[src/rtl/arb_mux.sv]
// N-channel arbitrating multiplexer with a single registered output slot.
// Grants by manual select or round-robin, and supports backpressure and full-throughput streaming.
module arb_mux #(
  parameter int N = 4,
  parameter int W = 8
) (
  input  logic                 clk,
  input  logic                 reset,
  input  logic                 mode,
  input  logic [$clog2(N)-1:0] s,
  input  logic [N-1:0]         in_valid,
  input  logic [N*W-1:0]       in_data,
  output logic [N-1:0]         in_ready,
  output logic                 y_valid,
  input  logic                 y_ready,
  output logic [W-1:0]         y,
  output logic [$clog2(N)-1:0] y_ch,
  output logic [15:0]          xfer_cnt
);

  localparam int SW = $clog2(N);
  localparam logic [SW-1:0] LAST = SW'(N - 1);

  logic          y_valid_q, y_valid_d;
  logic [W-1:0]  y_q, y_d;
  logic [SW-1:0] y_ch_q, y_ch_d;
  logic [SW-1:0] ptr_q, ptr_d;
  logic [15:0]   cnt_q, cnt_d;

  logic          gnt_vld;
  logic [SW-1:0] gnt_idx;
  logic [W-1:0]  gnt_data;
  logic          free;
  logic          load;
  int            dist_c;
  int            best_c;

  assign free = !y_valid_q || y_ready;
  assign load = free && gnt_vld;

  // Round-robin picks the valid channel at the smallest circular distance from ptr.
  always_comb begin
    gnt_vld  = 1'b0;
    gnt_idx  = '0;
    gnt_data = '0;
    dist_c   = 0;
    best_c   = N;
    for (int i = 0; i < N; i++) begin
      if (!mode) begin
        if (s == SW'(i) && in_valid[i]) begin
          gnt_vld  = 1'b1;
          gnt_idx  = SW'(i);
          gnt_data = in_data[i*W +: W];
        end
      end else begin
        dist_c = i - int'(ptr_q);
        if (dist_c < 0) dist_c = dist_c + N;
        if (in_valid[i] && dist_c < best_c) begin
          best_c   = dist_c;
          gnt_vld  = 1'b1;
          gnt_idx  = SW'(i);
          gnt_data = in_data[i*W +: W];
        end
      end
    end
  end

  always_comb begin
    in_ready = '0;
    for (int i = 0; i < N; i++) begin
      in_ready[i] = !reset && load && (gnt_idx == SW'(i));
    end
  end

  always_comb begin
    y_valid_d = y_valid_q;
    y_d       = y_q;
    y_ch_d    = y_ch_q;
    ptr_d     = ptr_q;
    cnt_d     = cnt_q;
    if (free) begin
      y_valid_d = gnt_vld;
      if (gnt_vld) begin
        y_d    = gnt_data;
        y_ch_d = gnt_idx;
      end
    end
    if (mode && load) begin
      ptr_d = (gnt_idx == LAST) ? '0 : gnt_idx + SW'(1);
    end
    if (y_valid_q && y_ready) begin
      cnt_d = cnt_q + 16'd1;
    end
  end

  always_ff @(posedge clk or posedge reset) begin
    if (reset) begin
      y_valid_q <= 1'b0;
      y_q       <= '0;
      y_ch_q    <= '0;
      ptr_q     <= '0;
      cnt_q     <= '0;
    end else begin
      y_valid_q <= y_valid_d;
      y_q       <= y_d;
      y_ch_q    <= y_ch_d;
      ptr_q     <= ptr_d;
      cnt_q     <= cnt_d;
    end
  end

  assign y_valid  = y_valid_q;
  assign y        = y_q;
  assign y_ch     = y_ch_q;
  assign xfer_cnt = cnt_q;

endmodule

[config.mk]
export PLATFORM = sky130hd
export DESIGN_NAME = arb_mux
export DESIGN_NICKNAME = d
export VERILOG_FILES = /design/src/rtl/arb_mux.sv
export SDC_FILE = /design/constraint.sdc
export NUM_CORES = 1
export LEC_CHECK = 0
export ABC_AREA = 0
export BUFFER_PORTS_ARGS = -buffer_cell sky130_fd_sc_hd__buf_2
export CORE_AREA = 2 2 118 63
export CTS_CLUSTER_SIZE = 8
export DETAILED_ROUTE_END_ITERATION = 8
export DIE_AREA = 0 0 120 65
export SETUP_SLACK_MARGIN = 0.4
export SKIP_LAST_GASP = 1
export SLEW_MARGIN = 20
export SYNTH_ARGS = -nofsm -noshare
export SYNTH_HDL_FRONTEND = slang
export SYNTH_SLANG_ARGS = --single-unit
export TNS_END_PERCENT = 10
[constraint.sdc]
create_clock -name clk -period 10.7 [get_ports clk]
set_input_delay 0.535 -clock clk [delete_from_list [all_inputs] [get_ports clk]]
set_output_delay 0.535 -clock clk [all_outputs]
set_load 0.01 [all_outputs]
==> Yosys cells after proc, flatten, opt, wreduce, memory -nomap -nowiden <==
Cells that the tools add are included.
{ "word_totals": {"register_bits": 29, "latchBits": 0, "mem_bits_rw": 0, "romBits": 0, "output_inout_bits": 31, "wordCells": 99, "n_memories": 0} }
{ "op_classes": {"add_sub_neg": 10, "mul": 0, "div_mod_pow": 0, "magnitude_cmp": 8, "eq_ne": 6, "shifts": 0, "muxes": 48, "bitwise_logic": 0, "reduce_logical": 22} }
{ "ops": {"columns": ["cell", "count"], "rows": [
  ["two-way mux 32 bit", 14],
  ["less-than comparator 32 bit", 3],
  ["two-way mux 8 bit", 12],
  ["less-than comparator 32 x 4 -> 1 bit, second input constant", 1],
  ["adder 3 x 4 -> 5 bit, second input constant", 4],
  ["adder 16 x 1 -> 16 bit, second input constant", 1],
  ["logical AND 1 bit", 16],
  ["two-way mux 2 bit", 8],
  ["two-way mux 1 bit", 14],
  ["less-than comparator 3 x 1 -> 1 bit, second input constant", 4],
  ["== test 2 bit, second input constant", 4],
  ["subtractor 1 x 2 -> 3 bit, first input constant", 2],
  ["subtractor 2 x 2 -> 3 bit, first input constant", 2],
  ["== test 2 x 1 -> 1 bit, second input constant", 2],
  ["zero test 2 bit", 2],
  ["adder 2 x 1 -> 2 bit, second input constant", 1],
  ["zero test 1 bit", 2],
  ["AND reduction 2 bit", 1],
  ["logical OR 1 bit", 1]
]} }

==> Depth between registers and ports, before layout <==
Gate-level depths: netlist (run 1).
{ "logic_depth": {"ltp_word": 23, "depth_mapped": 23} }

==> Worst setup path after synthesis (run 1) <==
No wires, ideal clock.
{ "synth_timing": {"path_type": "input -> output", "start": "in mode", "end": "out in_ready[0]", "arrival_time_ps": 4461, "setup_slack_ps": 5704, "path_stages": 22, "n_path_buf": 2, "cell_sequence": "buf_2 nand3b_1 ha_1 nor2b_1 o211ai_1 a32o_1 ha_1 nor2_1 a311oi_1 nor2_1 clkbuf_1 o21ai_0 nand2_1 ha_1 nand2_1 a2111oi_0 o21a_1 nor2_2 or3_4 inv_2 ha_1 and2_1"} }
{ "synth_lines": {"columns": ["item", "line", "text"], "rows": [
  ["start: declaration", "9", "input logic mode,"],
  ["two-way mux 32 bit", "49", "if (!mode) begin"],
  ["less-than comparator 32 bit", "58", "if (in_valid[i] && dist_c < best_c) begin"],
  ["logical AND 1 bit", "58", null],
  ["two-way mux 32 bit", "58", null],
  ["two-way mux 32 bit", "49", null],
  ["less-than comparator 32 bit", "58", null],
  ["logical AND 1 bit", "58", null],
  ["two-way mux 32 bit", "58", null],
  ["two-way mux 32 bit", "49", null],
  ["less-than comparator 32 bit", "58", null],
  ["logical AND 1 bit", "58", null],
  ["two-way mux 2 bit", "58", null],
  ["two-way mux 2 bit *", "49", null],
  ["named net gnt_idx[0]", "31", "logic [SW-1:0] gnt_idx;"],
  ["zero test 2 bit *", "71", "in_ready[i] = !reset && load && (gnt_idx == SW'(i));"],
  ["logical AND 1 bit *", "71", null],
  ["end: declaration", "13", "output logic [N-1:0] in_ready,"]
]} }
Mark *: on every way through the listed nets, which the timed path passes. The rest lies on a longest branch.

==> Worst setup path in the final report (run 1) <==
{ "layout_timing": {"start": "reg ptr_q[0]", "end": "out in_ready[0]"} }
{ "layout_via": {"elab_chain_len": 23} }
{ "layout_rtl": {"columns": ["item", "line", "text"], "rows": [
  ["start: declaration", "27", "logic [SW-1:0] ptr_q, ptr_d;"],
  ["start signal: assignment", "107", "ptr_q <= ptr_d;"],
  ["subtractor 1 x 2 -> 3 bit", "56", "dist_c = i - int'(ptr_q);"],
  ["adder 3 x 4 -> 5 bit or less-than comparator 3 x 1 -> 1 bit (tied branches)", "57", "if (dist_c < 0) dist_c = dist_c + N;"],
  ["two-way mux 32 bit", "57", null],
  ["two-way mux 32 bit", "49", null],
  ["less-than comparator 32 x 4 -> 1 bit", "58", null],
  ["logical AND 1 bit", "58", null],
  ["two-way mux 32 bit", "58", null],
  ["two-way mux 32 bit", "49", null],
  ["[7 not listed]", null, null],
  ["two-way mux 32 bit", "49", null],
  ["less-than comparator 32 bit", "58", null],
  ["logical AND 1 bit", "58", null],
  ["two-way mux 1 bit", "58", null],
  ["two-way mux 1 bit", "49", null],
  ["logical AND 1 bit", "39", "assign load = free && gnt_vld;"],
  ["logical AND 1 bit", "71", null],
  ["logical AND 1 bit *", "71", null]
]} }
Mark *: on every way between the ends. The rest lies on a longest branch, timed or not. The select of a mux whose other input is x is not followed.

==> results of run 1 <==
## cells in the final DEF, fill, tap and decap left out, types with 8 or more instances in the layout
master	count
buf_2	72
dfrtp_1	29
ha_1	8
mux2_2	8
nand2_1	20
nand3_1	8
nor2_1	13
nor2b_1	12
o221ai_1	8
xnor2_1	11
## power by group through the flow
stage	Sequential, W	Combinational [W]	Clock (W)
2_1_floorplan	0.000183	0.000135	0
3_3_place_gp	0.000175	0.000216	0
3_5_place_dp	0.000174	0.000222	0
4_1_cts	0.000173	0.000223	0.000138
5_1_grt	0.000177	0.000246	0.000146
6_report	0.000173	0.000223	0.000136
## through the flow
step	setup WS (ns)	std cells	utilization [%]
after floorplan	5.704	207	-
after global placement	5.153	369	34.81
after detailed placement	4.982	369	34.81
after CTS	4.772	376	36.87
after global routing	4.320	376	36.87
final	4.647	376	36.87
## layout make-up
cell class | instances | area (um2)
Clock buffer | 7 | 142.6
Inverter | 7 | 26.28
Fill cell | 705 | 4362
Timing Repair Buffer | 73 | 367.9
Tap cell | 96 | 120.1
Multi-Input combinational cell | 164 | 1165
Sequential cell | 29 | 725.7
## cells by family (layout without fill, tap and decap cells)
group / after synthesis / after routing / synth area share (%)
flip-flops: 29 / 29 / 37.08
AO/OA/AOI/OAI: 46 / 46 / 18.16
XOR/XNOR: 16 / 16 / 7.161
buffers and inverters: 14 / 87 / 3.389
multiplexers: 11 / 11 / 6.394
AND/OR/NAND/NOR: 83 / 83 / 22.70
adder cells (fa/ha/maj): 8 / 8 / 5.115
## worst register-to-register path: cells and delay by family (launching register included)
| kind | cells | cell delay [ns] |
|---|---|---|
| flip-flops | 1 | 0.45 |
| AND/OR/NAND/NOR | 8 | 1.33 |
| adder cells (fa/ha/maj) | 3 | 0.84 |
| AO/OA/AOI/OAI | 7 | 2.41 |
| XOR/XNOR | 1 | 0.30 |
## worst max-delay path by stage
stage                   to  slack, ns  cells past startpoint
6_report       in_ready[0]       4.65                     20
3_5_place_dp   in_ready[3]       4.98                     20
4_1_cts        in_ready[3]       4.77                     20
3_3_place_gp   in_ready[2]       5.15                     21
2_1_floorplan  in_ready[0]       5.70                     22
5_1_grt        in_ready[0]       4.32                     21
## per-layer routing
layer / global-route usage (%) / vias to the layer above / wire [um]
met5: 0 / - / 0
met2: 18.39 / 63 / 2066
met4: 2.647 / 0 / 16
met3: 4.049 / 2 / 318
met1: 21.66 / 838 / 2898
li1: - / 904 / -
## flip-flops by register name (all words and copies together) (netlist names)
| register | flops |
|---|---|
| xfer_cnt | 16 |
| ptr_q | 2 |
| y_ch | 2 |
| y_valid | 1 |
| y | 8 |
==> results.toml, run 1 <==
[yosys]
synthCells = 207
synth_top_area_share_pct = 37.08
mappedNetlistNets = 257
synth_seq_cells = 29
synthArstFlopShare_pct = 100.0
synth_cell_types = 49
synth_common_cells = "dfrtp_1, nand2_1, nor2_1"
yosysTopAreaCell = "dfrtp_1"
synth_area_leaders = "dfrtp_1, ha_1, xnor2_1"
yosys.cell_count.top_type = "dfrtp_1"
yosysWarnings = 0
syn_avg_cell_area_um2 = 9.454
synth_area_um2 = 1957
ys.flop_type = "dfrtp_1"
synth_enable_flop_cells = 0
ys_seq_area_share_pct = 37.08

[global_routing]
grt_max_degree = 30
grt_first_pass_wirelength_mm = 8.424
grt_use_total_pct = 13.88
antenna_found_initial = 0
grt_pass1_vias = 1673
gr-total-overflow = 0

[pwr]
p_switching_w = 0.0001968
p_leak_nw = 1.222
vdd_drop_max_v = 0.00006104
seqPwrFrac_pct = 32.5
comb_power_share_pct = 42.0
sw_frac_of_total_pct = 37.02
clock_power_share_pct = 25.5
internal-power_w = 0.0003348
p_per_area_nw_per_um2 = 208.7
total_power_w = 0.0005317

[clock_tree]
cts_tree = "built"
hold_buffers = 0
cts-root-buf = "clkbuf_16"
post_cts_buffers = 0
cts_num_sinks = 29
clk-insertion-delay-late_ns = 0.27
clockBufferDepth = 2
h-tree-depth = 2
cts.repair.resized = 0
clk_pin_slew_ns = 0.05
numCtsBuffers = 5

[job]
maxCapViolCount = 0

[sta]
fin_skew_ns = 0.003192
fin_crit_ns = 6.053
tightest_slew_ns = 0.9604
period_share_pct = 56.57
setup_viol = 0
whs_ns = 0.3517
rsz0062_at_grt = "no"
tns_ns = 0
fmax_ghz = 0.1652
max-slew-margin-rel_pct = 35.48
finalHoldViolations = 0
slew_violations = 0

[routing]
ant_nets = 0
vias = 1807
finalWirelength_mm = 5.300
drt_first_iter_violations = 92
drc_errors = 0
drtPass1Iterations = 4
wl_per_cell_um = 14.10
viasPerCell = 4.806

[critical_path]
critPathLaunchType = "register"
critPathMaxFanout = 22
crit_arrival_ns = 5.52
crit_start = "ptr_q[0]$_DFFE_PP0P_"
regToRegStartpoint = "ptr_q[0]$_DFFE_PP0P_"
worstPathRequired_ns = 10.17
reg2reg_slack_ns = 5.21
slowest_delay_ns = 0.64
crit_family = "compound AO/OA/AOI/OAI gates"
rr_endpoint = "y[1]$_DFFE_PP0P_"
cp-end-kind = "output pin"
path_buf_inv = 1
worstRegToRegCells = 19
critPathSlowestCell = "o21a_1"
criticalPathCategory = "register to output pin"
crit_chain = "xnor2_1, nand3b_1, ha_1, nand3b_1, nand4_1, a32o_1, ha_1, nor2_1, a311oi_1, nor2_1, o21ai_0, nand2_1, ha_1, nand2_1, a2111oi_0, o21a_1, o21a_1, nor2_1, and2_1, buf_2"

[floorplanning]
die-height_um = 65
row_count = 22
die-area_um2 = 7800
initial_utilization_pct = 28.32
pin_count = 73
core_area_um2 = 6909
die_x_um = 120

[place]
dpl_cell_area_um2 = 2405
portBuffers = 72
dp_hpwl_mm = 4.112
gp_congestion = 0.9160

[outcome]
status = "completed"

[cells_and_area]
postLayoutCellArea_um2 = 2547
area_growth_pct = 30.18
drive_gt1_share_pct = 33.57
diodes = 0
layout.nets = 330

[min_path]
hold_class = "input pin to async pin"
No activity file was read; power rests on OpenSTA's default activity.
==> run 2, diff against run 1 <==
ABC_AREA = 1   (was 0)
CORE_AREA = 2 2 132 70   (was 2 2 118 63)
DIE_AREA = 0 0 134 72   (was 0 0 120 65)
clock period = 5.9 ns   (was 10.7 ns; I/O delays follow)
==> results.toml, run 2 <==
[outcome]
status = "completed"

[cells_and_area]
final_cell_mix = "nand2_1, buf_2, inv_1"
drive_gt1_share_pct = 24.30
layout_commonest_cell = "nand2_1"
area_growth_pct = 23.15
diodes = 0
layout.nets = 478
final_util_pct = 36.36
largest_reg_flops = 16

[min_path]
hold_class = "input pin to async pin"

[critical_path]
worstPathRequired_ns = 5.61
critPathMaxFanout = 10
critPathSlowestCell = "dfrtp_1"
criticalPathCategory = "register to output pin"
crit_start = "ptr_q[1]$_DFFE_PP0P_"
critPathLaunchType = "register"
cp-end-kind = "output pin"
crit_arrival_ns = 4.37
worstRegToRegCells = 28
reg2reg_slack_ns = 1.66
regToRegStartpoint = "ptr_q[1]$_DFFE_PP0P_"
crit_path_frequent_cell = "inv_1"
slowest_delay_ns = 0.43
rr_endpoint = "ptr_q[1]$_DFFE_PP0P_"

[global_routing]
grt_pass1_vias = 2335
grt_use_total_pct = 14.30
use_met1_pct = 21.71
use_met2_pct = 20.63
antenna_found_initial = 0
gr-total-overflow = 0
grt_first_pass_wirelength_mm = 11.27
use_met3_pct = 3.913
grt_busiest_layer = "met1"
grt_max_degree = 32

[place]
gp_congestion = 0.7971
dp_hpwl_mm = 5.406
preCtsSetupSlack_ns = 1.314
portBuffers = 72

[clock_tree]
post_cts_buffers = 0
cts.repair.resized = 0
cts_num_sinks = 29
hold_buffers = 0
h-tree-depth = 2
clockBufferDepth = 2
numCtsBuffers = 5
cts-root-buf = "clkbuf_16"
cts_tree = "built"
clk-insertion-delay-late_ns = 0.27
clk_pin_slew_ns = 0.05

[sta]
whs_ns = 0.1154
tns_ns = 0
fmax_ghz = 0.2144
rsz0062_at_grt = "no"
layout_setup_ws_ns = 1.236
slew_violations = 0
fin_skew_ns = 0.006417
setup_viol = 0
finalHoldViolations = 0
fin_crit_ns = 4.664
period_share_pct = 79.05
tightest_slew_ns = 0.7020
max-slew-margin-rel_pct = 53.03

[yosys]
synth_common_cells = "nand2_1, inv_1, nor2_1"
synth_top_area_share_pct = 29.13
yosysTopAreaCell = "dfrtp_1"
synth_enable_flop_cells = 0
synth_area_leaders = "dfrtp_1, nand2_1, inv_1"
yosysWarnings = 0
synthCells = 358
synth_area_um2 = 2491
mappedNetlistNets = 408
synth_seq_cells = 29
yosys.cell_count.top_type = "nand2_1"
synthArstFlopShare_pct = 100.0
ys.flop_type = "dfrtp_1"
syn_avg_cell_area_um2 = 6.958
synth_cell_types = 35
ys_seq_area_share_pct = 29.13

[routing]
drc_errors = 0
vias = 2514
drt_first_iter_violations = 122
viasPerCell = 4.613
wl_per_cell_um = 12.15
ant_nets = 0
drtPass1Iterations = 4
finalWirelength_mm = 6.622

[floorplanning]
core_area_um2 = 8438
die_x_um = 134
row_count = 24
die-area_um2 = 9648
initial_utilization_pct = 29.52
die-height_um = 72
pin_count = 73

[pwr]
p_per_area_nw_per_um2 = 325.1
comb_power_share_pct = 45.0
internal-power_w = 0.0005887
clock_power_share_pct = 24.3
sw_frac_of_total_pct = 40.96
p_leak_nw = 1.735
seqPwrFrac_pct = 30.8
vdd_drop_max_v = 0.0001090
p_switching_w = 0.0004085

[job]
maxCapViolCount = 0
-- run 2: changes by cell type in the layout (fill, tap and decap cells not counted), sizes merged, moves of 10 or more --
cell / change
nand2: +80
nor2b: -12
nand4: +10
nand3: +18
nor2: +29
inv: +51
a21oi: +11
-- run 2: layout make-up --
type | instances | area, um2
timing repair buffer | 73 | 367.9
inverter | 59 | 224.0
multi-input combinational | 260 | 1461
clock buffer | 7 | 142.6
tap | 117 | 146.4
fill | 921 | 5370
sequential | 29 | 725.7
-- run 2: through the flow --
stage,instance area [um2],total power (W),cells
3_3_place_gp,2925,0.0007493,538
2_1_floorplan,2491,0.0006209,358
6_report,3068,0.0009973,545
5_1_grt,3068,0.001097,545
4_1_cts,3068,0.001011,545
3_5_place_dp,2925,0.0007591,538
-- run 2: critical path, delay by kind of cell, from the launching register on --
kind | cells | cell delay (ns)
xor+xnor | 1 | 0.18
buf+inv | 7 | 0.56
simple gates | 14 | 1.49
fa+ha+maj | 4 | 0.96
flops | 1 | 0.43
compound gates | 3 | 0.47
-- run 2: cells by family (layout without fill, tap and decap cells) --
| family | Yosys count | after routing | synth area share, % |
|---|---|---|---|
| AND/OR/NAND/NOR | 185 | 185 | 35.76 |
| flip-flops | 29 | 29 | 29.13 |
| AO/OA/AOI/OAI | 51 | 51 | 13.26 |
| adder cells (fa/ha/maj) | 8 | 8 | 4.018 |
| buffers and inverters | 69 | 139 | 12.20 |
| XOR/XNOR | 16 | 16 | 5.625 |
-- run 2: power by group through the flow --
| stage | sequential (W) | clock [W] | combinational, W |
|---|---|---|---|
| finish | 0.000307 | 0.000242 | 0.000448 |
| global placement | 0.000309 | 0 | 0.000441 |
| floorplan | 0.000327 | 0 | 0.000294 |
| global route | 0.000318 | 0.000259 | 0.000520 |
| detailed placement | 0.000309 | 0 | 0.000450 |
| CTS | 0.000308 | 0.000251 | 0.000452 |
-- run 2: worst max path at each step --
stage,cells past startpoint,slack (ns),endpoint
floorplan,28,2.09,in_ready[1]
global placement,29,1.45,in_ready[3]
detailed placement,29,1.31,in_ready[2]
CTS,29,1.26,in_ready[2]
global route,29,0.78,in_ready[1]
finish,29,1.24,in_ready[1]
-- run 2: per-layer routing --
metal  vias to the layer above  share of wire [%]
met4                         0               0.30
met1                      1157                 53
met2                        64                 40
li1                       1291                  -
met3                         2                7.2
met5                         -                  0
==> run 3, diff against run 2 <==
clock period = 3.9 ns   (was 5.9 ns; I/O delays follow)
==> results.toml, run 3 (same netlist as run 2, synthesis figures left out) <==
[outcome]
status = "complete, but fails checks"
violations = "negative hold slack, negative setup slack"

[place]
placed_cells = 543
gp_congestion = 0.8285
preCtsSetupSlack_ns = -0.08109
dpl_cell_area_um2 = 3008
portBuffers = 72
dp_hpwl_mm = 5.398

[sta]
tightest_slew_ns = 0.6569
max-slew-margin-rel_pct = 56.05
fin_skew_ns = 0.003797
layout_setup_ws_ns = -0.09330
rsz0062_at_grt = "yes"
fin_crit_ns = 3.993
fmax_ghz = 0.2504
slew_violations = 0
whs_ns = -0.005517
finalHoldViolations = 3
period_share_pct = 102.4
setup_viol = 4

[clock_tree]
numCtsBuffers = 5
clk-insertion-delay-late_ns = 0.27
clockBufferDepth = 2
cts-root-buf = "clkbuf_16"
cts_tree = "built"
clk_pin_slew_ns = 0.05
cts_num_sinks = 29
h-tree-depth = 2
hold_buffers = 0

[floorplanning]
core_area_um2 = 8438
die-height_um = 72
row_count = 24
pin_count = 73
initial_utilization_pct = 29.52
die-area_um2 = 9648
die_x_um = 134

[global_routing]
grt_first_pass_wirelength_mm = 11.47
grt_max_degree = 31
gr-total-overflow = 0
grt_pass1_vias = 2464
grt_use_total_pct = 14.60
antenna_found_initial = 0

[job]
maxCapViolCount = 0

[pwr]
seqPwrFrac_pct = 28.1
p_leak_nw = 1.830
total_power_w = 0.001618
clock_power_share_pct = 22.7
internal-power_w = 0.0009661
vdd_drop_max_v = 0.0001675
p_switching_w = 0.0006516
comb_power_share_pct = 49.2
sw_frac_of_total_pct = 40.28
p_per_area_nw_per_um2 = 496.1

[routing]
ant_nets = 0
drc_errors = 0
drt_first_iter_violations = 140
finalWirelength_mm = 6.735
viasPerCell = 4.557
drtPass1Iterations = 5
vias = 2561
wl_per_cell_um = 11.98

[critical_path]
worstPathRequired_ns = 3.70
critPathSlowestCell = "dfrtp_1"
critPathMaxFanout = 4
rr_endpoint = "ptr_q[1]$_DFFE_PP0P_"
critPathLaunchType = "register"
crit_path_frequent_cell = "inv_1"
regToRegStartpoint = "ptr_q[0]$_DFFE_PP0P_"
criticalPathCategory = "register to output pin"
worstRegToRegCells = 28
slowest_delay_ns = 0.38
cp-end-kind = "output pin"
reg2reg_slack_ns = 0.23
crit_arrival_ns = 3.80

[cells_and_area]
area_growth_pct = 30.89
layout.nets = 495
diodes = 0
layout_commonest_cell = "nand2_1"
drive_gt1_share_pct = 30.11
instances_no_fill = 562
largest_reg_flops = 16
final_util_pct = 38.64
postLayoutCellArea_um2 = 3261
final_cell_mix = "nand2_1, buf_2, inv_1"

[min_path]
hold_class = "input pin to async pin"
## run 3: what timing repair did
action,CTS,global route
buffers inserted,10,2
resized for setup,3,2
gates cloned,0,0
pin swaps,7,6
endpoints found under the setup margin,17,17
## run 3: how the worst max path moves through the flow
| stage | end | start | slack (ns) |
|---|---|---|---|
| after detailed placement | in_ready[2] | ptr_q[0]$_DFFE_PP0P_ | -0.08 |
| after floorplan | ptr_q[1]$_DFFE_PP0P_ | ptr_q[1]$_DFFE_PP0P_ | 0.35 |
| after CTS | in_ready[2] | ptr_q[1]$_DFFE_PP0P_ | -0.06 |
| final | in_ready[2] | ptr_q[0]$_DFFE_PP0P_ | -0.09 |
| after global routing | in_ready[3] | ptr_q[0]$_DFFE_PP0P_ | -0.33 |
| after global placement | in_ready[3] | ptr_q[0]$_DFFE_PP0P_ | 0.09 |
## run 3: layer usage
metal  global-route usage, %  vias to the layer above  wire (um)
met2                   21.14                       73       2733
met1                   22.07                     1160       3524
met5                       0                        -          0
li1                        -                     1324          -
met3                   3.704                        4        447
met4                   2.364                        0         30
## run 3: per-stage QoR
step	hold slack, ns	setup TNS [ns]
final	-0.005517	-0.3239
after global routing	0.03117	-1.268
after CTS	0.01260	-0.2012
after detailed placement	0.3014	-0.2491
after global placement	0.3004	0
after floorplan	0.3055	0
## run 3: layout make-up
| cell class | instances | area (um2) |
|---|---|---|
| fill | 910 | 5177 |
| multi-input combinational | 260 | 1524 |
| sequential | 29 | 725.7 |
| timing repair buffer | 90 | 495.5 |
| inverter | 59 | 226.5 |
| tap | 117 | 146.4 |
| clock buffer | 7 | 142.6 |
## run 3: worst max-delay path, delay by kind of cell, from the launching register on
kind / cells / cell delay [ns]
xor+xnor: 1 / 0.16
flops: 1 / 0.38
buf+inv: 7 / 0.52
fa+ha+maj: 4 / 0.97
simple gates: 14 / 1.24
compound gates: 3 / 0.26
## run 3: power groups by stage
stage               Combinational, W  Clock (W)  Sequential, W
floorplan                   0.000470          0       0.000495
global placement            0.000716          0       0.000459
detailed placement          0.000733          0       0.000461
CTS                         0.000793   0.000382       0.000455
global route                0.000909   0.000396       0.000467
finish                      0.000796   0.000367       0.000454
